==> src/rtl/sad_stream_engine_if.sv <==
`default_nettype none
// ============================================================================
// Module      : sad_stream_engine_if
// Description : Handshake/bus bundle for sad_stream_engine.
//               Pixel-beat input channel (init, in_valid/in_ready, in_last,
//               ori, can) and held result channel (out_valid/out_ack,
//               out_sad, out_idx, out_frame_done, out_best_sad,
//               out_best_idx).
//               master : the side that streams pixels and consumes results
//               slave  : the SAD engine
// Revision    : 1.0 - initial release
// ============================================================================
interface sad_stream_engine_if #(
    parameter int WIDTH        = 8,
    parameter int LANES        = 4,
    parameter int BLOCK_PIXELS = 64,
    parameter int IDX_W        = 8
);
    localparam int SUM_W = WIDTH + $clog2(BLOCK_PIXELS) + 1;

    logic                   init;
    logic                   in_valid;
    logic                   in_ready;
    logic                   in_last;
    logic [LANES*WIDTH-1:0] ori;
    logic [LANES*WIDTH-1:0] can;
    logic                   out_valid;
    logic                   out_ack;
    logic [SUM_W-1:0]       out_sad;
    logic [IDX_W-1:0]       out_idx;
    logic                   out_frame_done;
    logic [SUM_W-1:0]       out_best_sad;
    logic [IDX_W-1:0]       out_best_idx;

    modport master (
        output init, in_valid, in_last, ori, can, out_ack,
        input  in_ready, out_valid, out_sad, out_idx, out_frame_done,
               out_best_sad, out_best_idx
    );

    modport slave (
        input  init, in_valid, in_last, ori, can, out_ack,
        output in_ready, out_valid, out_sad, out_idx, out_frame_done,
               out_best_sad, out_best_idx
    );
endinterface
`default_nettype wire

==> src/rtl/sad_stream_engine.sv <==
`default_nettype none
// ============================================================================
// Module      : sad_stream_engine
// Description : Streaming Sum-of-Absolute-Differences engine. Accumulates
//               |ori - can| over LANES pixels per beat for BLOCK_PIXELS
//               pixels per candidate, then holds the candidate's SAD and
//               index on the result channel until acknowledged.
// Ports       : clk  - rising-edge clock
//               rst  - asynchronous active-high reset
//               bus  - sad_stream_engine_if.slave (pixel and result channels)
// Options     : SAD_BEST_MATCH_EN - when defined, tracks the minimum SAD of
//               the frame and its index on out_best_sad/out_best_idx;
//               otherwise those outputs are tied to all-ones / zero.
// Revision    : 1.0 - initial release
// ============================================================================
module sad_stream_engine #(
    parameter int WIDTH        = 8,
    parameter int LANES        = 4,
    parameter int BLOCK_PIXELS = 64,
    parameter int IDX_W        = 8
) (
    input  logic                clk,
    input  logic                rst,
    sad_stream_engine_if.slave  bus
);
    localparam int BEATS = BLOCK_PIXELS / LANES;
    localparam int SUM_W = WIDTH + $clog2(BLOCK_PIXELS) + 1;
    localparam int CNT_W = (BEATS > 1) ? $clog2(BEATS) : 1;
    localparam logic [CNT_W-1:0] C_LAST = CNT_W'(BEATS - 1);

    localparam logic [1:0] S_IDLE   = 2'd0;
    localparam logic [1:0] S_ACC    = 2'd1;
    localparam logic [1:0] S_RESULT = 2'd2;

    logic [1:0]       state_q, state_d;
    logic [CNT_W-1:0] cnt_q, cnt_d;
    logic [SUM_W-1:0] acc_q, acc_d;
    logic [IDX_W-1:0] idx_q, idx_d;
    logic [SUM_W-1:0] sad_q, sad_d;
    logic [IDX_W-1:0] oidx_q, oidx_d;
    logic             fdone_q, fdone_d;

    // Per-lane absolute difference; each fits in WIDTH bits.
    logic [WIDTH-1:0] w_diff [LANES];

    for (genvar k = 0; k < LANES; k++) begin : g_lane
        logic [WIDTH-1:0] w_o;
        logic [WIDTH-1:0] w_c;
        assign w_o       = bus.ori[k*WIDTH +: WIDTH];
        assign w_c       = bus.can[k*WIDTH +: WIDTH];
        assign w_diff[k] = (w_o >= w_c) ? (w_o - w_c) : (w_c - w_o);
    end

    logic [SUM_W-1:0] w_beat_sad;
    always_comb begin
        w_beat_sad = '0;
        for (int k = 0; k < LANES; k++) begin
            w_beat_sad = w_beat_sad + SUM_W'(w_diff[k]);
        end
    end

    logic             w_beat;
    logic             w_final_beat;
    logic [SUM_W-1:0] w_sum;

    assign w_beat       = (state_q == S_ACC) && bus.in_valid;
    assign w_final_beat = w_beat && (cnt_q == C_LAST);
    assign w_sum        = acc_q + w_beat_sad;

    always_comb begin
        state_d = state_q;
        cnt_d   = cnt_q;
        acc_d   = acc_q;
        idx_d   = idx_q;
        sad_d   = sad_q;
        oidx_d  = oidx_q;
        fdone_d = fdone_q;
        case (state_q)
            S_IDLE: begin
                if (bus.init) begin
                    acc_d   = '0;
                    cnt_d   = '0;
                    idx_d   = '0;
                    state_d = S_ACC;
                end
            end
            S_ACC: begin
                if (w_beat) begin
                    acc_d = w_sum;
                    if (w_final_beat) begin
                        sad_d   = w_sum;
                        oidx_d  = idx_q;
                        // in_last only matters on the block's final beat.
                        fdone_d = bus.in_last;
                        state_d = S_RESULT;
                    end else begin
                        cnt_d = cnt_q + CNT_W'(1);
                    end
                end
            end
            S_RESULT: begin
                if (bus.out_ack) begin
                    acc_d   = '0;
                    cnt_d   = '0;
                    idx_d   = idx_q + IDX_W'(1);
                    state_d = fdone_q ? S_IDLE : S_ACC;
                end
            end
            default: state_d = S_IDLE;
        endcase
    end

    always_ff @(posedge clk or posedge rst) begin
        if (rst) begin
            state_q <= S_IDLE;
            cnt_q   <= '0;
            acc_q   <= '0;
            idx_q   <= '0;
            sad_q   <= '0;
            oidx_q  <= '0;
            fdone_q <= 1'b0;
        end else begin
            state_q <= state_d;
            cnt_q   <= cnt_d;
            acc_q   <= acc_d;
            idx_q   <= idx_d;
            sad_q   <= sad_d;
            oidx_q  <= oidx_d;
            fdone_q <= fdone_d;
        end
    end

    assign bus.in_ready       = (state_q == S_ACC);
    assign bus.out_valid      = (state_q == S_RESULT);
    assign bus.out_sad        = sad_q;
    assign bus.out_idx        = oidx_q;
    assign bus.out_frame_done = fdone_q;

`ifdef SAD_BEST_MATCH_EN
    logic [SUM_W-1:0] best_sad_q, best_sad_d;
    logic [IDX_W-1:0] best_idx_q, best_idx_d;

    // Strict less-than: on a tie the earlier candidate keeps the title.
    always_comb begin
        best_sad_d = best_sad_q;
        best_idx_d = best_idx_q;
        if ((state_q == S_IDLE) && bus.init) begin
            best_sad_d = '1;
            best_idx_d = '0;
        end else if (w_final_beat && (w_sum < best_sad_q)) begin
            best_sad_d = w_sum;
            best_idx_d = idx_q;
        end
    end

    always_ff @(posedge clk or posedge rst) begin
        if (rst) begin
            best_sad_q <= '1;
            best_idx_q <= '0;
        end else begin
            best_sad_q <= best_sad_d;
            best_idx_q <= best_idx_d;
        end
    end

    assign bus.out_best_sad = best_sad_q;
    assign bus.out_best_idx = best_idx_q;
`else
    assign bus.out_best_sad = '1;
    assign bus.out_best_idx = '0;
`endif

endmodule
`default_nettype wire

==> src/flat_wrapper.sv <==
// flat-port wrapper written by rule: the top's interface ports become plain ports
module sad_stream_engine_flat 
#(
    parameter int WIDTH        = 8,
    parameter int LANES        = 4,
    parameter int BLOCK_PIXELS = 64,
    parameter int IDX_W        = 8
)
  (clk, rst, bus_init, bus_in_valid, bus_in_last, bus_ori, bus_can, bus_out_ack, bus_in_ready, bus_out_valid, bus_out_sad, bus_out_idx, bus_out_frame_done, bus_out_best_sad, bus_out_best_idx);
  sad_stream_engine_if #(.WIDTH(WIDTH), .LANES(LANES), .BLOCK_PIXELS(BLOCK_PIXELS), .IDX_W(IDX_W)) bus_i ();
  input  logic clk;
  input  logic rst;
  input wire logic [$bits(bus_i.init)-1:0] bus_init;
  input wire logic [$bits(bus_i.in_valid)-1:0] bus_in_valid;
  input wire logic [$bits(bus_i.in_last)-1:0] bus_in_last;
  input wire logic [$bits(bus_i.ori)-1:0] bus_ori;
  input wire logic [$bits(bus_i.can)-1:0] bus_can;
  input wire logic [$bits(bus_i.out_ack)-1:0] bus_out_ack;
  output wire logic [$bits(bus_i.in_ready)-1:0] bus_in_ready;
  output wire logic [$bits(bus_i.out_valid)-1:0] bus_out_valid;
  output wire logic [$bits(bus_i.out_sad)-1:0] bus_out_sad;
  output wire logic [$bits(bus_i.out_idx)-1:0] bus_out_idx;
  output wire logic [$bits(bus_i.out_frame_done)-1:0] bus_out_frame_done;
  output wire logic [$bits(bus_i.out_best_sad)-1:0] bus_out_best_sad;
  output wire logic [$bits(bus_i.out_best_idx)-1:0] bus_out_best_idx;
  assign bus_i.init = bus_init;
  assign bus_i.in_valid = bus_in_valid;
  assign bus_i.in_last = bus_in_last;
  assign bus_i.ori = bus_ori;
  assign bus_i.can = bus_can;
  assign bus_i.out_ack = bus_out_ack;
  assign bus_in_ready = bus_i.in_ready;
  assign bus_out_valid = bus_i.out_valid;
  assign bus_out_sad = bus_i.out_sad;
  assign bus_out_idx = bus_i.out_idx;
  assign bus_out_frame_done = bus_i.out_frame_done;
  assign bus_out_best_sad = bus_i.out_best_sad;
  assign bus_out_best_idx = bus_i.out_best_idx;
  sad_stream_engine #(.WIDTH(WIDTH), .LANES(LANES), .BLOCK_PIXELS(BLOCK_PIXELS), .IDX_W(IDX_W)) u_core (.clk(clk), .rst(rst), .bus(bus_i));
endmodule
==> config.mk <==
export PLATFORM = sky130hd
export DESIGN_NAME = sad_stream_engine_flat
export DESIGN_NICKNAME = d
export VERILOG_FILES = /design/src/rtl/sad_stream_engine_if.sv /design/src/rtl/sad_stream_engine.sv /design/src/flat_wrapper.sv
export SDC_FILE = /design/constraint.sdc
export NUM_CORES = 1
export LEC_CHECK = 0
export ABC_AREA = 1
export BUFFER_PORTS_ARGS = -buffer_cell sky130_fd_sc_hd__buf_2
export CAP_MARGIN = 20
export CORE_MARGIN = 2
export CORE_UTILIZATION = 48
export CTS_CLUSTER_SIZE = 14
export DETAILED_ROUTE_END_ITERATION = 8
export PLACE_DENSITY = 0.7
export SETUP_SLACK_MARGIN = 0.05
export SYNTH_ARGS = -nofsm -noshare
export SYNTH_HDL_FRONTEND = slang
export SYNTH_SLANG_ARGS = --single-unit
==> constraint.sdc <==
create_clock -name clk -period 6.41 [get_ports clk]
set_input_delay 0.3205 -clock clk [delete_from_list [all_inputs] [get_ports clk]]
set_output_delay 0.3205 -clock clk [all_outputs]
set_load 0.01 [all_outputs]
==> key figures <==
Status
  – Run status: complete, no violations

Floorplanning
  – IO Count: 119
  – Die Wd: 124 um
  – Core ar.: 14000 um2
  – FP Rows: 43
  – Die span in y: 124 um
  – Die Footprint: 15400 um2
  – Initial Utilization: 49.6%

Setup path
  – Critical Path Source Type: input port
  – Worst Setup Path Type: input port to flip-flop
  – Crit path launch: bus_ori[8]
  – Worst path slowest cell: fa_1
  – CP endpoint kind: flip-flop
  – CP Max Fanout: 9
  – Crit path capture: u_core.bus.out_sad[9]$_DFFE_PP0P_
  – Critical Path RT: 6.64 ns
  – RR Startpoint: u_core.acc_q[1]$_DFFE_PP0P_
  – Worst R2R Path Depth: 9
  – Arrival time worst endpoint: 5.12 ns
  – Capture point of the worst reg-to-reg path: u_core.bus.out_sad[9]$_DFFE_PP0P_
  – Crit path top cell by count: nand2_1
  – Worst reg2reg setup slack: 3.92 ns
  – CP peak stage delay: 0.51 ns

Clock network
  – # hold bufs at CTS: 0
  – H-tree levels: 2
  – Post-CTS Setup Bufs: 0
  – Num CTS Buffers: 5
  – Clock-pin slew on the worst setup and hold paths: 0.07 ns
  – CTS max path bufs: 2
  – Worst-Skew Late Latency: 0.29 ns
  – CTS tree: yes
  – CTS resizes: 0
  – Clk sinks: 53
  – CTS root buf: clkbuf_16

Synth
  – Sequential area share after synthesis: 19.1%
  – Synthesized area: 6940 um2
  – Synth unique cells: 34
  – Syn_area_per_cell: 6.62 um2
  – Area share of the largest cell type after synthesis: 19.1%
  – Largest cells by area after synthesis: dfrtp_1 (19%), nand2_1 (18%), ha_1 (15%)
  – Syn. warnings: 0
  – Synthesis-stage register bit count: 53
  – Gate Count Post-Synth: 1048
  – Yosys top cell by area: dfrtp_1

STA
  – Final setup fails: 0
  – Max Clock Freq: 204 MHz
  – Final Cycle Share: 76.3%
  – Max-slew violation count: 0
  – Clock skew: 0.00763 ns
  – Max-slew headroom: 55.4%
  – Period minus WS final: 4.89 ns
  – Count of final hold-check violations: 0
  – Hold_ws: 0.199 ns
  – Tightest Pin Transition: 0.669 ns
  – RSZ-0062 raised after global routing: false
  – TNS Setup: 0 ns

Drt
  – Routed len/inst: 11.1 um
  – Metal-1 WL: 7.20 mm
  – WL met2: 6.66 mm
  – Final WL: 14.6 mm
  – DR iter-0 viols: 261
  – Drt first pass iters: 6
  – Uppermost layer routed: met4
  – Vias per std cell: 4.82
  – DRC: 0
  – Met3 routed WL: 622 um
  – Final ANT Viol Nets: 0
  – DR vias: 6354

Placement
  – RePlAce Congestion: 0.875
  – Area after DPL: 7470 um2
  – Port-buffer cells: 95
  – Final HPWL DP: 12.3 mm
  – Placed cells: 1309

Power and ir drop
  – PD cells: 480 nW/um2
  – Max VDD drop: 441 uV
  – Design Power: 3650 uW
  – Lkg Pwr: 0.00462 uW

Final layout
  – Inserted Diodes: 0
  – Layout cells sized above 1: 10.8%
  – Area growth, synth to finish: 9.68%
  – Non-Filler Instances: 1317
  – NumNets Final: 1315
  – Finished Cell Area: 7610 um2

GRT
  – Initial antenna violation count: 0
  – Largest net degree at the start of global routing: 54
  – Global-route wire length before repair: 25.5 mm
  – GRT Residual Overflow: 0
  – GRT Total Usage: 18.9%
  – Vias in the first global route: 5904

Worst hold path
  – Min-Delay Path Class: input port to asynchronous set/reset pin

Run
  – Max_cap viols: 0
## critical path, delay by kind of cell
kind | cells | cell delay [ns]
buffers and inverters | 8 | 0.58
and+or+nand+nor | 12 | 1.11
adders and majority gates | 6 | 2.22
AOI/OAI and AO/OA | 3 | 0.54
xor gates and xnor gates | 2 | 0.36
## cell usage in the layout, fill, tap and decap left out, drive strengths merged, types with 2 or more instances in the layout
cell      count
a21o          4
a21oi        46
buf          96
clkbuf        6
clkinvlp      2
conb         23
dfrtp        53
fa           25
ha           84
inv         203
nand2       344
nand3        64
nand4        17
nor2         45
nor3          6
o21a          8
o21ai        48
o21bai        6
o22ai         3
or2           4
xnor2        10
xor2         34
## flip-flops by register name (all words and copies together) (netlist names)
register	cells
u_core.acc_q	15
u_core.bus.out_frame_done	1
u_core.bus.out_idx	8
u_core.bus.out_sad	15
u_core.cnt_q	4
u_core.idx_q	8
u_core.state_q	2
## logic make-up after synthesis
kind of cell | count (synthesis) | share of synthesized area, %
compound gates | 118 | 9.34
xor+xnor | 44 | 5.55
fa+ha+maj | 109 | 22.3
buf+inv | 240 | 14.8
flops | 53 | 19.1
other cells | 2 | 0.108
simple gates | 482 | 28.8
## synth_stat cells, drive strengths merged
| library cell | instances |
|---|---|
| nor2 | 45 |
| a21boi | 1 |
| nand3 | 64 |
| xnor2 | 10 |
| nor3b | 1 |
| clkbuf | 1 |
| fa | 25 |
| dfrtp | 53 |
| o21ai | 48 |
| buf | 35 |
| nor3 | 6 |
| o21a | 8 |
| or2 | 4 |
| clkinv | 1 |
| o211ai | 1 |
| o21bai | 6 |
| o41ai | 1 |
| xor2 | 34 |
| a21oi | 46 |
| a21o | 4 |
| conb | 2 |
| nand3b | 1 |
| o22ai | 3 |
| inv | 203 |
| nand4 | 17 |
| nand2 | 344 |
| ha | 84 |
## power breakdown
part | leakage (uW) | internal [uW] | total, uW | switching (uW)
clock | 0.0000631 | 145 | 269 | 124
sequential | 0.000699 | 460 | 539 | 79.2
combinational | 0.00386 | 1070 | 2840 | 1770
## cell type report
type | count | area [um2]
fill | 1409 | 6370
multi-input combinational | 776 | 4670
sequential | 53 | 1330
inverter | 204 | 766
timing repair buffer | 96 | 483
tap | 180 | 225
clock buffer | 6 | 129
clock inverter | 2 | 15.0
## metrics by stage
stage	worst slack [ns]	utilization, %
2_1_floorplan	1.77	-
6_report	1.52	54.4
5_1_grt	0.985	54.4
4_1_cts	1.46	54.4
3_3_place_gp	1.29	53.4
3_5_place_dp	1.17	53.4
## per-layer routing
layer	global-route usage [%]	vias to the layer above
met5	0	-
met3	1.85	13
met1	26.1	2817
li1	-	3370
met2	32.6	154
met4	3.70	0
## worst min-delay path by stage
| stage | start | end | slack (ns) |
|---|---|---|---|
| 2_1_floorplan | bus_in_last | u_core.bus.out_frame_done$_DFFE_PP0P_ | 0.44 |
| 3_3_place_gp | u_core.bus.out_idx[1]$_DFFE_PP0P_ | u_core.bus.out_idx[1]$_DFFE_PP0P_ | 0.45 |
| 3_5_place_dp | u_core.bus.out_idx[0]$_DFFE_PP0P_ | u_core.bus.out_idx[0]$_DFFE_PP0P_ | 0.46 |
| 4_1_cts | bus_in_last | u_core.bus.out_frame_done$_DFFE_PP0P_ | 0.22 |
| 5_1_grt | bus_in_last | u_core.bus.out_frame_done$_DFFE_PP0P_ | 0.24 |
| 6_report | rst | u_core.state_q[0]$_DFFE_PP0P_ | 0.20 |
Note: power is estimated with default switching activity, not from simulation.
